$ cat src/rtl/dual_port_fill_verify.sv
// Fills a pair range of a dual-port framebuffer (A=even, B=odd words), then optionally
// reads it back through both ports and counts mismatching words.
module dual_port_fill_verify #(
   parameter int ADDR_W = 14,
   parameter int DATA_W = 8,
   parameter int RD_LAT = 1
) (
   input  logic              clk,
   input  logic              reset,
   input  logic              start,
   input  logic [ADDR_W-2:0] base_pair,
   input  logic [ADDR_W-1:0] num_pairs,
   input  logic [DATA_W-1:0] color_a,
   input  logic [DATA_W-1:0] color_b,
   input  logic              verify_en,
   output logic [ADDR_W-1:0] addr_a,
   output logic [ADDR_W-1:0] addr_b,
   output logic [DATA_W-1:0] wdata_a,
   output logic [DATA_W-1:0] wdata_b,
   output logic              we_a,
   output logic              we_b,
   input  logic [DATA_W-1:0] rdata_a,
   input  logic [DATA_W-1:0] rdata_b,
   output logic              busy,
   output logic              done,
   output logic [ADDR_W-1:0] err_cnt,
   output logic              pass
);

   localparam int PW = ADDR_W - 1;
   localparam logic [PW-1:0]     PTR_ONE  = PW'(1);
   localparam logic [ADDR_W-1:0] CNT_ONE  = ADDR_W'(1);
   localparam logic [1:0]        DRAIN_LD = 2'(RD_LAT - 1);

   typedef enum logic [2:0] {IDLE, WRITE, READ, DRAIN, DONE} state_t;

   state_t            state;
   logic [PW-1:0]     ptr;
   logic [ADDR_W-1:0] cnt;
   logic [PW-1:0]     lat_base;
   logic [ADDR_W-1:0] lat_num;
   logic [DATA_W-1:0] lat_ca;
   logic [DATA_W-1:0] lat_cb;
   logic              lat_ver;
   logic              rd_vld;
   logic [RD_LAT-1:0] vld_sr;
   logic [1:0]        drain;

   logic [1:0]        mism;
   logic [ADDR_W:0]   err_sum;
   logic [ADDR_W-1:0] err_next;
   logic [PW-1:0]     ptr_inc;
   logic              last_pair;

   // A compare lands when the flag issued with a read address reaches the end of the delay line.
   always_comb begin
      mism = 2'd0;
      if (vld_sr[RD_LAT-1]) begin
         mism = 2'(rdata_a != lat_ca) + 2'(rdata_b != lat_cb);
      end
      err_sum   = {1'b0, err_cnt} + {{(ADDR_W-1){1'b0}}, mism};
      err_next  = err_sum[ADDR_W] ? {ADDR_W{1'b1}} : err_sum[ADDR_W-1:0];
      ptr_inc   = ptr + PTR_ONE;
      last_pair = (cnt == lat_num - CNT_ONE);
   end

   always_ff @(posedge clk or negedge reset) begin
      if (!reset) begin
         state    <= IDLE;
         ptr      <= '0;
         cnt      <= '0;
         lat_base <= '0;
         lat_num  <= '0;
         lat_ca   <= '0;
         lat_cb   <= '0;
         lat_ver  <= 1'b0;
         rd_vld   <= 1'b0;
         vld_sr   <= '0;
         drain    <= '0;
         addr_a   <= '0;
         addr_b   <= '0;
         wdata_a  <= '0;
         wdata_b  <= '0;
         we_a     <= 1'b0;
         we_b     <= 1'b0;
         busy     <= 1'b0;
         done     <= 1'b0;
         err_cnt  <= '0;
         pass     <= 1'b0;
      end else begin
         done      <= 1'b0;
         err_cnt   <= err_next;
         vld_sr[0] <= rd_vld;
         for (int i = 1; i < RD_LAT; i++) vld_sr[i] <= vld_sr[i-1];

         case (state)
            IDLE: begin
               if (start) begin
                  lat_base <= base_pair;
                  lat_num  <= num_pairs;
                  lat_ca   <= color_a;
                  lat_cb   <= color_b;
                  lat_ver  <= verify_en;
                  wdata_a  <= color_a;
                  wdata_b  <= color_b;
                  err_cnt  <= '0;
                  pass     <= 1'b0;
                  busy     <= 1'b1;
                  ptr      <= base_pair;
                  cnt      <= '0;
                  if (num_pairs == '0) begin
                     state <= DONE;
                     done  <= 1'b1;
                  end else begin
                     state  <= WRITE;
                     we_a   <= 1'b1;
                     we_b   <= 1'b1;
                     addr_a <= {base_pair, 1'b0};
                     addr_b <= {base_pair, 1'b1};
                  end
               end
            end
            WRITE: begin
               if (last_pair) begin
                  we_a <= 1'b0;
                  we_b <= 1'b0;
                  ptr  <= lat_base;
                  cnt  <= '0;
                  if (lat_ver) begin
                     state  <= READ;
                     rd_vld <= 1'b1;
                     addr_a <= {lat_base, 1'b0};
                     addr_b <= {lat_base, 1'b1};
                  end else begin
                     state <= DONE;
                     done  <= 1'b1;
                  end
               end else begin
                  ptr    <= ptr_inc;
                  cnt    <= cnt + CNT_ONE;
                  addr_a <= {ptr_inc, 1'b0};
                  addr_b <= {ptr_inc, 1'b1};
               end
            end
            READ: begin
               if (last_pair) begin
                  rd_vld <= 1'b0;
                  drain  <= DRAIN_LD;
                  state  <= DRAIN;
               end else begin
                  ptr    <= ptr_inc;
                  cnt    <= cnt + CNT_ONE;
                  addr_a <= {ptr_inc, 1'b0};
                  addr_b <= {ptr_inc, 1'b1};
               end
            end
            DRAIN: begin
               if (drain == 2'd0) begin
                  state <= DONE;
                  done  <= 1'b1;
               end else begin
                  drain <= drain - 2'd1;
               end
            end
            DONE: begin
               pass  <= (err_next == '0);
               busy  <= 1'b0;
               state <= IDLE;
            end
            default: state <= IDLE;
         endcase
      end
   end

endmodule
$ cat config.mk
export PLATFORM = sky130hd
export DESIGN_NAME = dual_port_fill_verify
export DESIGN_NICKNAME = d
export VERILOG_FILES = /design/src/rtl/dual_port_fill_verify.sv
export SDC_FILE = /design/constraint.sdc
export NUM_CORES = 1
export LEC_CHECK = 0
export CAP_MARGIN = 20
export CORE_MARGIN = 5
export CORE_UTILIZATION = 52
export CTS_BUF_LIST = sky130_fd_sc_hd__clkbuf_2 sky130_fd_sc_hd__clkbuf_4 sky130_fd_sc_hd__clkbuf_8
export CTS_CLUSTER_DIAMETER = 50
export DETAILED_ROUTE_END_ITERATION = 6
export PLACE_DENSITY = 0.8
export SLEW_MARGIN = 5
export SYNTH_ARGS = -nofsm -noshare
export SYNTH_HDL_FRONTEND = slang
export SYNTH_SLANG_ARGS = --single-unit
$ cat constraint.sdc
create_clock -name clk -period 7.1 [get_ports clk]
set_input_delay 1.065 -clock clk [delete_from_list [all_inputs] [get_ports clk]]
set_output_delay 1.065 -clock clk [all_outputs]
set_load 0.05 [all_outputs]
# [After elaboration in Yosys (flattened, before gate mapping)]
# Index checks and enable logic that the tools add are counted.
[classes] eq_ne=16 addsub=6 muxes=51 reduce_logical=17
[op_table] cell="2-to-1 mux 14 bit" n=16
[op_table] cell="case mux 14 bit (3 select lines)" n=3
[op_table] cell="2-to-1 mux 13 bit" n=3
[op_table] cell="case mux 13 bit (3 select lines)" n=1
[op_table] cell="logical NOT 14 bit" n=2
[op_table] cell="2-to-1 mux 3 bit" n=6
[op_table] cell="inequality test 2 bit, second input constant" n=8
[op_table] cell="inequality test 8 bit" n=2
[op_table] cell="adder 14 x 2 -> 15 bit" n=1
[op_table] cell="adder 14 x 1 -> 14 bit, second input constant" n=1
[op_table] cell="equality test 14 bit" n=1
[op_table] cell="subtractor 14 x 1 -> 14 bit, second input constant" n=1
[op_table] cell="adder 13 x 1 -> 13 bit, second input constant" n=1
[op_table] cell="2-to-1 mux 1 bit" n=12
[op_table] cell="case mux 3 bit (4 select lines)" n=1
[op_table] cell="AND reduction 4 bit" n=3
[op_table] cell="case mux 1 bit (2 select lines)" n=4
[op_table] cell="nonzero test 2 bit" n=4
[op_table] cell="equality test 3 x 2 -> 1 bit, second input constant" n=2
[op_table] cell="2-to-1 mux 2 bit" n=3
[op_table] cell="AND reduction 3 bit" n=2
[op_table] cell="AND reduction 5 bit" n=1
[op_table] cell="case mux 2 bit (2 select lines)" n=1
[op_table] cell="AND reduction 2 bit" n=2
[op_table] cell="other kinds (9)" n=9
[totals] output_inout_bits=63 input_bits=63 wordCells=108 ff_bits=124

# [Depth between registers and ports, before layout]
# Gate-level depths: netlist (run 1).
[logic_depth] depth_word=7 mapped_depth=15

# [Worst setup path before layout (run 1)]
# Ideal clock, no wire load.
[synth_path] path_type="input to register" startpoint="input rdata_a[4]" endpoint="register err_cnt[11]" stages=14 arrival_time_ns=3.851 t_required_ns=7.022 path_slack_ns=3.171 setup_time_ns=0.078 path_cell_list="xor2_1 > nor4_1 > nand2_1 > ha_1 > and2_1 > ha_1 > inv_1 > fa_1 > nand2b_1 > nor2_1 > nand3_1 > or3_1 > clkbuf_1 > a21oi_1"
[synth_via] elab_chain_len=7
[synth_lines] item="start, declared" line="22" source="input logic [DATA_W-1:0] rdata_a,"
[synth_lines] item="inequality test 8 bit *" line="59" source="mism = 2'(rdata_a != lat_ca) + 2'(rdata_b != lat_cb);"
[synth_lines] item="adder 1 x 1 -> 2 bit *" line="59"
[synth_lines] item="2-to-1 mux 2 bit *" line="58" source="if (vld_sr[RD_LAT-1]) begin"
[synth_lines] item="adder 14 x 2 -> 15 bit *" line="61" source="err_sum = {1'b0, err_cnt} + {{(ADDR_W-1){1'b0}}, mism};"
[synth_lines] item="2-to-1 mux 14 bit *" line="62" source="err_next = err_sum[ADDR_W] ? {ADDR_W{1'b1}} : err_sum[ADDR_W-1:0];"
[synth_lines] item="2-to-1 mux 14 bit" line="98" source="if (start) begin"
[synth_lines] item="2-to-1 mux 14 bit *" line="96" source="case (state)"
[synth_lines] item="end signal, assigned" line="92" source="err_cnt <= err_next;"
[synth_lines] item="end, declared" line="26" source="output logic [ADDR_W-1:0] err_cnt,"
# Every way passes the cells marked *; elsewhere a longest branch is shown, timed or not.
# A chain may end at the register's enable or synchronous reset.

# [Final worst setup path (run 1)]
[layout_path] startpoint="input rdata_a[4]" endpoint="register err_cnt[1]"
# The elaborated chain is that of the path after synthesis.

==> flow_metrics.py, run 1 <==
metrics = {
    "outcome": {
        "status": "finished clean",
    },
    "finish": {
        "most_common_cell_after_layout_fill_and_taps_aside": "sky130_fd_sc_hd__clkdlybuf4s50_1",
        "mostFrequentLayoutCells": "sky130_fd_sc_hd__clkdlybuf4s50_1, sky130_fd_sc_hd__dfrtp_1, sky130_fd_sc_hd__nand2_1",
        "drive_above_1_share_pct": 11.5,
        "fin_nets": 842,
        "n_fill_cell": 989,
        "num_antenna_cells": 0,
        "flow.area_growth_from_synthesis_pct": 23.3,
        "seq_area_sq_mm": 0.00275,
        "multiInputGateArea_sq_mm": 0.00335,
    },
    "place": {
        "hpwlAfterDp_um": 12400,
        "io_buffers": 124,
        "placer_congestion": 0.864,
    },
    "setup_path": {
        "worstPathMaxFanout": 11,
        "crit_path_end_kind": "flip-flop",
        "crit_required_ns": 7.41,
        "crit_path_top_delay_cell": "sky130_fd_sc_hd__or3_1",
        "slowest_delay_ns": 0.58,
        "crit_family": "simple AND/OR/NAND/NOR gates",
        "crit_path_start_kind": "input pin",
        "cp_cell_sequence": "clkdlybuf4s50_1, xor2_1, nor4_1, nand2_1, ha_1, and2_1, ha_1, inv_1, fa_1, nand2b_1, nor2_1, nand3_1, or3_1, a21oi_1",
        "cp_num_buf_inv": 2,
        "worstPathArrival_ns": 4.72,
        "crit_top_cell": "sky130_fd_sc_hd__ha_1",
        "worst-setup-path-type": "in2reg",
    },
    "timing": {
        "post-route-min-period_ns": 4.40,
        "hold_slack_ns": 0.426,
        "fmax_ghz": 0.227,
        "final-setup-viol-count": 0,
        "final_hold_viol_count": 0,
        "maxSlewHeadroom_pct": 41.8,
        "fin_tns_setup_ns": 0,
        "tightestPinTransition_ns": 0.873,
        "clock_skew_after_layout_ns": 0.0143,
        "slew_violations": 0,
        "post-route-period-util_pct": 62.0,
        "rsz0062_at_grt": "no",
    },
    "clocking": {
        "clock-sinks": 110,
        "clock_tree_from_tritoncts": "yes",
        "cts-hold-fix-buffers": 0,
        "max-clock-path-buffers": 2,
        "clock_tree_root": "sky130_fd_sc_hd__clkbuf_8",
        "cts_made_buffers": 9,
        "cts.reportedPaths.clkPinSlew_ns": 0.10,
        "worst_skew_pair.late_latency_ns": 0.39,
        "post_cts_gate_resize_count": 0,
        "ctsHtreeMaxLevel": 3,
        "cts_setup_buffers": 0,
    },
    "route": {
        "via_per_inst": 5.91,
        "drt_wl_total_um": 17100,
        "post-route-drc-count": 0,
        "wire_per_inst_um": 18.1,
        "via_count": 5583,
        "postRouteAntennaNets": 0,
        "detail_route.first_pass.iterations": 5,
        "drtIter0Drc": 487,
    },
    "power_and_ir_drop": {
        "power_frac_comb_pct": 51.1,
        "share_of_total_power_in_the_clock_network_pct": 15.3,
        "seqPwrFrac_pct": 33.6,
        "power_report.internal_total_mw": 1.75,
        "static-leakage-power_nw": 3.22,
        "power.density_mw_per_mm2": 389,
        "irDropWorstVdd_v": 0.000173,
        "p_sw_share_pct": 43.7,
        "switchingPower_mw": 1.35,
    },
    "grt": {
        "grt_busiest_layer": "met2",
        "gr-usage-met3_pct": 3.92,
        "grt_util_met2_pct": 42.3,
        "grt.overflow.total": 0,
        "vias_in_the_first_global_route": 5790,
        "gr-usage-all-layers_pct": 23.7,
        "grt_start_max_net_pins": 84,
        "grt.met1_usage_pct": 28.2,
        "grt_first_pass_wirelength_um": 28000,
        "grt_antenna_before_repair": 0,
    },
    "floorplanning": {
        "die_height_um": 121,
        "pin_count": 126,
        "chipWidth_um": 121,
        "fp-row-count": 40,
        "core_area_sq_mm": 0.0121,
        "die-area_sq_mm": 0.0147,
        "floorplan.initialDensity_pct": 53.3,
    },
    "logic_synthesis": {
        "yosys_register_bits": 110,
        "synth.yosys.warnings": 0,
        "synth_edf_count": 0,
        "synthesized_net_count": 752,
        "post_synth_instance_area_sq_mm": 0.00646,
        "yosysSeqAreaShare_pct": 42.6,
        "synthCells": 681,
        "dominantRegCellSynth": "sky130_fd_sc_hd__dfrtp_1",
        "synth.lib_cells_used.distinct": 65,
        "async_flop_share_pct": 100,
        "syn-mean-instance-area_sq_um": 9.48,
    },
    "min_path": {
        "min_path_type": "reg2reg",
    },
    "flow_run": {
        "timing.max_cap.violations": 0,
    },
}
[cell families after synthesis]
group                    Yosys count  share of synthesized area, %
flip-flops                       110                          42.6
AND/OR/NAND/NOR                  233                          19.1
XOR/XNOR                          45                          6.10
other                              1                        0.0581
AO/OA/AOI/OAI                    154                          15.1
adder cells (fa/ha/maj)            8                          1.67
buffers and inverters             75                          5.77
multiplexers                      55                          9.63
[registers in the layout (all words and copies together), names as in the netlist]
register	cells
addr_b	13
lat_ca	8
state	3
we_b	1
ptr	13
drain	2
cnt	14
rd_vld	1
vld_sr	1
lat_num	14
err_cnt	14
pass	1
addr_a	1
lat_base	13
lat_cb	8
done	1
lat_ver	1
busy	1
[path summary, 6_finish.rpt]
path | start | endpoint | slack, ns | depth (start not counted)
max reg2reg | lat_num[0]$_DFFE_PN0P_ | addr_b[5]$_DFFE_PN0P_ | 3.37 | 10
min in group asynchronous | reset | lat_ca[5]$_DFFE_PN0P_ | 0.58 | 1
min reg2reg | rd_vld$_DFFE_PN0P_ | vld_sr$_DFF_PN0_ | 0.43 | 0
min | rd_vld$_DFFE_PN0P_ | vld_sr$_DFF_PN0_ | 0.43 | 0
max in group asynchronous | reset | addr_b[12]$_DFFE_PN0P_ | 5.43 | 3
max | rdata_a[4] | err_cnt[1]$_DFF_PN0_ | 2.70 | 14
[layout make-up]
type,instances,share of cell area (%)
multi-input combinational,496,42.1
sequential,110,34.6
timing repair buffer,130,16.4
tap,168,2.64
clock buffer,13,2.09
clock inverter,3,1.13
inverter,24,1.13
[cells in the mapped netlist, types with 2 or more instances]
cell	instances	area, sq um
sky130_fd_sc_hd__xor2_1	27	236
sky130_fd_sc_hd__nand2b_1	9	56.3
sky130_fd_sc_hd__nor2b_1	13	81.3
sky130_fd_sc_hd__o211ai_1	5	37.5
sky130_fd_sc_hd__and3b_1	2	17.5
sky130_fd_sc_hd__nand4_1	20	125
sky130_fd_sc_hd__nor3b_1	6	45.0
sky130_fd_sc_hd__buf_1	4	15.0
sky130_fd_sc_hd__a21boi_0	2	15.0
sky130_fd_sc_hd__o2bb2ai_1	2	17.5
sky130_fd_sc_hd__a21o_1	6	45.0
sky130_fd_sc_hd__xnor2_1	18	158
sky130_fd_sc_hd__mux2_2	49	552
sky130_fd_sc_hd__a41oi_1	2	17.5
sky130_fd_sc_hd__and2_1	6	37.5
sky130_fd_sc_hd__mux2_4	2	30.0
sky130_fd_sc_hd__a2bb2oi_1	3	26.3
sky130_fd_sc_hd__dfrtp_1	110	2750
sky130_fd_sc_hd__nor4_1	11	68.8
sky130_fd_sc_hd__o22ai_1	3	18.8
sky130_fd_sc_hd__nand3_1	21	105
sky130_fd_sc_hd__a211oi_1	3	22.5
sky130_fd_sc_hd__and3_1	14	87.6
sky130_fd_sc_hd__o21ai_0	40	200
sky130_fd_sc_hd__nor3_1	9	45.0
sky130_fd_sc_hd__nand2_1	62	233
sky130_fd_sc_hd__buf_6	3	33.8
sky130_fd_sc_hd__mux2i_1	4	40.0
sky130_fd_sc_hd__or2_2	3	18.8
sky130_fd_sc_hd__inv_1	24	90.1
sky130_fd_sc_hd__buf_2	3	15.0
sky130_fd_sc_hd__a21oi_1	46	230
sky130_fd_sc_hd__nand3b_1	4	30.0
sky130_fd_sc_hd__o31ai_1	2	15.0
sky130_fd_sc_hd__o311a_1	3	30.0
sky130_fd_sc_hd__ha_1	7	87.6
sky130_fd_sc_hd__or3_1	7	43.8
sky130_fd_sc_hd__clkbuf_1	23	86.3
sky130_fd_sc_hd__buf_4	17	128
sky130_fd_sc_hd__and4_1	2	17.5
sky130_fd_sc_hd__a31oi_1	21	131
sky130_fd_sc_hd__nor2_1	38	143
sky130_fd_sc_hd__o221ai_1	2	17.5
sky130_fd_sc_hd__a221oi_1	2	17.5
[through the flow]
stage	total power, mW	cell area [sq um]	instances	setup slack (ns)	utilization [%]
global route	3.29	7960	944	2.49	65.7
global placement	2.55	7680	927	2.57	63.4
CTS	3.10	7930	943	2.71	65.5
finish	3.10	7960	944	2.70	65.7
detailed placement	2.62	7680	927	2.32	63.4
floorplan	2.19	6460	681	3.17	-
[power by group through the flow]
stage	logic, mW	registers, mW	clock network, mW
2_1_floorplan	0.982	1.21	0
3_3_place_gp	1.51	1.04	0
3_5_place_dp	1.57	1.05	0
4_1_cts	1.58	1.04	0.480
5_1_grt	1.71	1.07	0.505
6_report	1.58	1.04	0.475
[routing by layer]
metal	wire (um)	vias up
met3	732	34
met5	0	-
met1	6850	2789
met4	397	0
li1	-	2609
met2	9130	151
Power figures use the tool's default switching activity.
==> run 2: changes to the inputs <==
Settings changed: CORE_UTILIZATION 52 to 49, PLACE_DENSITY 0.8 to 0.79.
Clock period 7.1 ns to 3.8 ns, I/O delays scaled along.
==> flow_metrics.py, run 2 (synthesis results as in run 1) <==
metrics = {
    "floorplanning": {
        "pin_count": 126,
        "chipWidth_um": 125,
        "die-area_sq_mm": 0.0156,
        "floorplan.initialDensity_pct": 49.3,
        "fp-row-count": 42,
        "die_height_um": 125,
        "core_area_sq_mm": 0.0131,
    },
    "outcome": {
        "status": "finished clean",
    },
    "route": {
        "detail_route.first_pass.iterations": 6,
        "drt_wl_total_um": 16800,
        "via_count": 5633,
        "postRouteAntennaNets": 0,
        "wire_per_inst_um": 17.5,
        "post-route-drc-count": 0,
        "via_per_inst": 5.87,
        "drtIter0Drc": 427,
    },
    "finish": {
        "num_antenna_cells": 0,
        "drive_above_1_share_pct": 12.3,
        "mostFrequentLayoutCells": "sky130_fd_sc_hd__clkdlybuf4s50_1, sky130_fd_sc_hd__dfrtp_1, sky130_fd_sc_hd__nand2_1",
        "fin_nets": 849,
        "reg.largest.list": "cnt (14), err_cnt (14), lat_num (14)",
        "flow.area_growth_from_synthesis_pct": 24.1,
        "most_common_cell_after_layout_fill_and_taps_aside": "sky130_fd_sc_hd__clkdlybuf4s50_1",
        "fin_cells": 959,
        "n_fill_cell": 1062,
    },
    "setup_path": {
        "worst_r2r_path_depth": 8,
        "crit_path_end_kind": "flip-flop",
        "slowest_delay_ns": 0.68,
        "crit_family": "simple AND/OR/NAND/NOR gates",
        "rr_startpoint": "lat_num[2]$_DFFE_PN0P_",
        "cp_cell_sequence": "or3_1, o221ai_1, o311a_1, o21ai_0, and2_1, a31oi_4, and2_1, mux2_2",
        "crit_path_top_delay_cell": "sky130_fd_sc_hd__and2_1",
        "worst-setup-path-type": "reg2reg",
        "timing.reg2reg.setup_slack_ns": 0.24,
        "worstReg2RegEnd": "addr_b[2]$_DFFE_PN0P_",
        "cp_num_buf_inv": 0,
        "crit_path_start_kind": "flip-flop",
        "crit_required_ns": 4.08,
        "worstPathArrival_ns": 3.83,
        "crit_top_cell": "sky130_fd_sc_hd__and2_1",
        "worstPathMaxFanout": 14,
    },
    "timing": {
        "post-route-min-period_ns": 3.56,
        "rsz0062_at_grt": "no",
        "fmax_ghz": 0.281,
        "tightestPinTransition_ns": 0.754,
        "maxSlewHeadroom_pct": 49.8,
        "post-route-period-util_pct": 93.6,
        "clock_skew_after_layout_ns": 0.0106,
        "slew_violations": 0,
        "final_hold_viol_count": 0,
        "final-setup-viol-count": 0,
        "fin_tns_setup_ns": 0,
    },
    "clocking": {
        "post_cts_gate_resize_count": 0,
        "cts_made_buffers": 9,
        "cts-hold-fix-buffers": 0,
        "clock_tree_from_tritoncts": "yes",
        "cts.reportedPaths.clkPinSlew_ns": 0.10,
        "clock_tree_root": "sky130_fd_sc_hd__clkbuf_8",
        "ctsHtreeMaxLevel": 3,
        "clock-sinks": 110,
        "cts_setup_buffers": 0,
        "max-clock-path-buffers": 2,
        "worst_skew_pair.late_latency_ns": 0.40,
    },
    "grt": {
        "grt_start_max_net_pins": 60,
        "grt_util_met2_pct": 37.8,
        "vias_in_the_first_global_route": 5736,
        "gr-usage-all-layers_pct": 21.9,
        "grt.overflow.total": 0,
        "gr-usage-met3_pct": 2.92,
        "grt.met1_usage_pct": 27.0,
        "grt_first_pass_wirelength_um": 28000,
        "grt_antenna_before_repair": 0,
        "grt_busiest_layer": "met2",
    },
    "place": {
        "io_buffers": 124,
        "placer_congestion": 0.864,
        "hpwlAfterDp_um": 12300,
        "cell_total_after_placement": 943,
    },
    "power_and_ir_drop": {
        "static-leakage-power_nw": 3.25,
        "irDropWorstVdd_v": 0.000458,
        "power.density_mw_per_mm2": 722,
    },
    "min_path": {
        "min_path_type": "in2async",
    },
    "flow_run": {
        "timing.max_cap.violations": 0,
    },
}
-- run 2: cell types whose count changed in the layout (fill, tap and decap cells not counted) --
cell and delta:
sky130_fd_sc_hd__clkinvlp_4 +1, sky130_fd_sc_hd__buf_4 +7, sky130_fd_sc_hd__buf_16 -1, sky130_fd_sc_hd__clkbuf_8 -1, sky130_fd_sc_hd__clkinv_4 +1, sky130_fd_sc_hd__clkbuf_4 -1
sky130_fd_sc_hd__buf_12 +1
-- run 2: routing by layer --
metal / wire [um] / vias to the layer above
met5: 0 / -
met4: 532 / 0
met3: 770 / 43
met2: 8640 / 209
met1: 6870 / 2757
li1: - / 2624
-- run 2: cell type report --
| class | count | area, sq um | area share, % |
|---|---|---|---|
| inverter | 24 | 90.1 | 1.12 |
| sequential | 110 | 2750 | 34.4 |
| tap | 176 | 220 | 2.75 |
| multi-input combinational | 496 | 3350 | 41.8 |
| clock buffer | 11 | 145 | 1.81 |
| clock inverter | 5 | 106 | 1.33 |
| timing repair buffer | 137 | 1350 | 16.8 |
-- run 2: per-stage QoR --
stage / worst slack, ns / utilization, % / power (mW) / instance area [sq um] / hold WS, ns
after floorplan: 0.275 / - / 4.10 / 6460 / 0.274
after global placement: 0.0434 / 59.3 / 4.77 / 7760 / 0.398
after detailed placement: -0.0723 / 59.3 / 4.91 / 7760 / 0.396
final: 0.243 / 61.2 / 5.79 / 8010 / 0.201
after global routing: 0.0541 / 61.2 / 6.13 / 8010 / 0.261
after CTS: 0.283 / 61.2 / 5.80 / 8010 / 0.233
-- run 2: worst max-delay path by stage --
| stage | cells past startpoint | startpoint | slack, ns | to |
|---|---|---|---|---|
| floorplan | 14 | lat_ca[4]$_DFFE_PN0P_ | 0.28 | err_cnt[11]$_DFF_PN0_ |
| global placement | 14 | rdata_a[6] | 0.04 | err_cnt[11]$_DFF_PN0_ |
| detailed placement | 14 | rdata_b[6] | -0.07 | err_cnt[1]$_DFF_PN0_ |
| CTS | 8 | lat_num[2]$_DFFE_PN0P_ | 0.28 | addr_b[2]$_DFFE_PN0P_ |
| global route | 8 | lat_num[2]$_DFFE_PN0P_ | 0.05 | addr_b[2]$_DFFE_PN0P_ |
| finish | 8 | lat_num[2]$_DFFE_PN0P_ | 0.24 | addr_b[2]$_DFFE_PN0P_ |
-- run 2: report_power, final --
| part | internal, mW | switching, mW | total, mW |
|---|---|---|---|
| clock network | 0.464 | 0.401 | 0.865 |
| registers | 1.54 | 0.397 | 1.94 |
| logic | 1.25 | 1.73 | 2.99 |
| total | 3.25 | 2.53 | 5.79 |
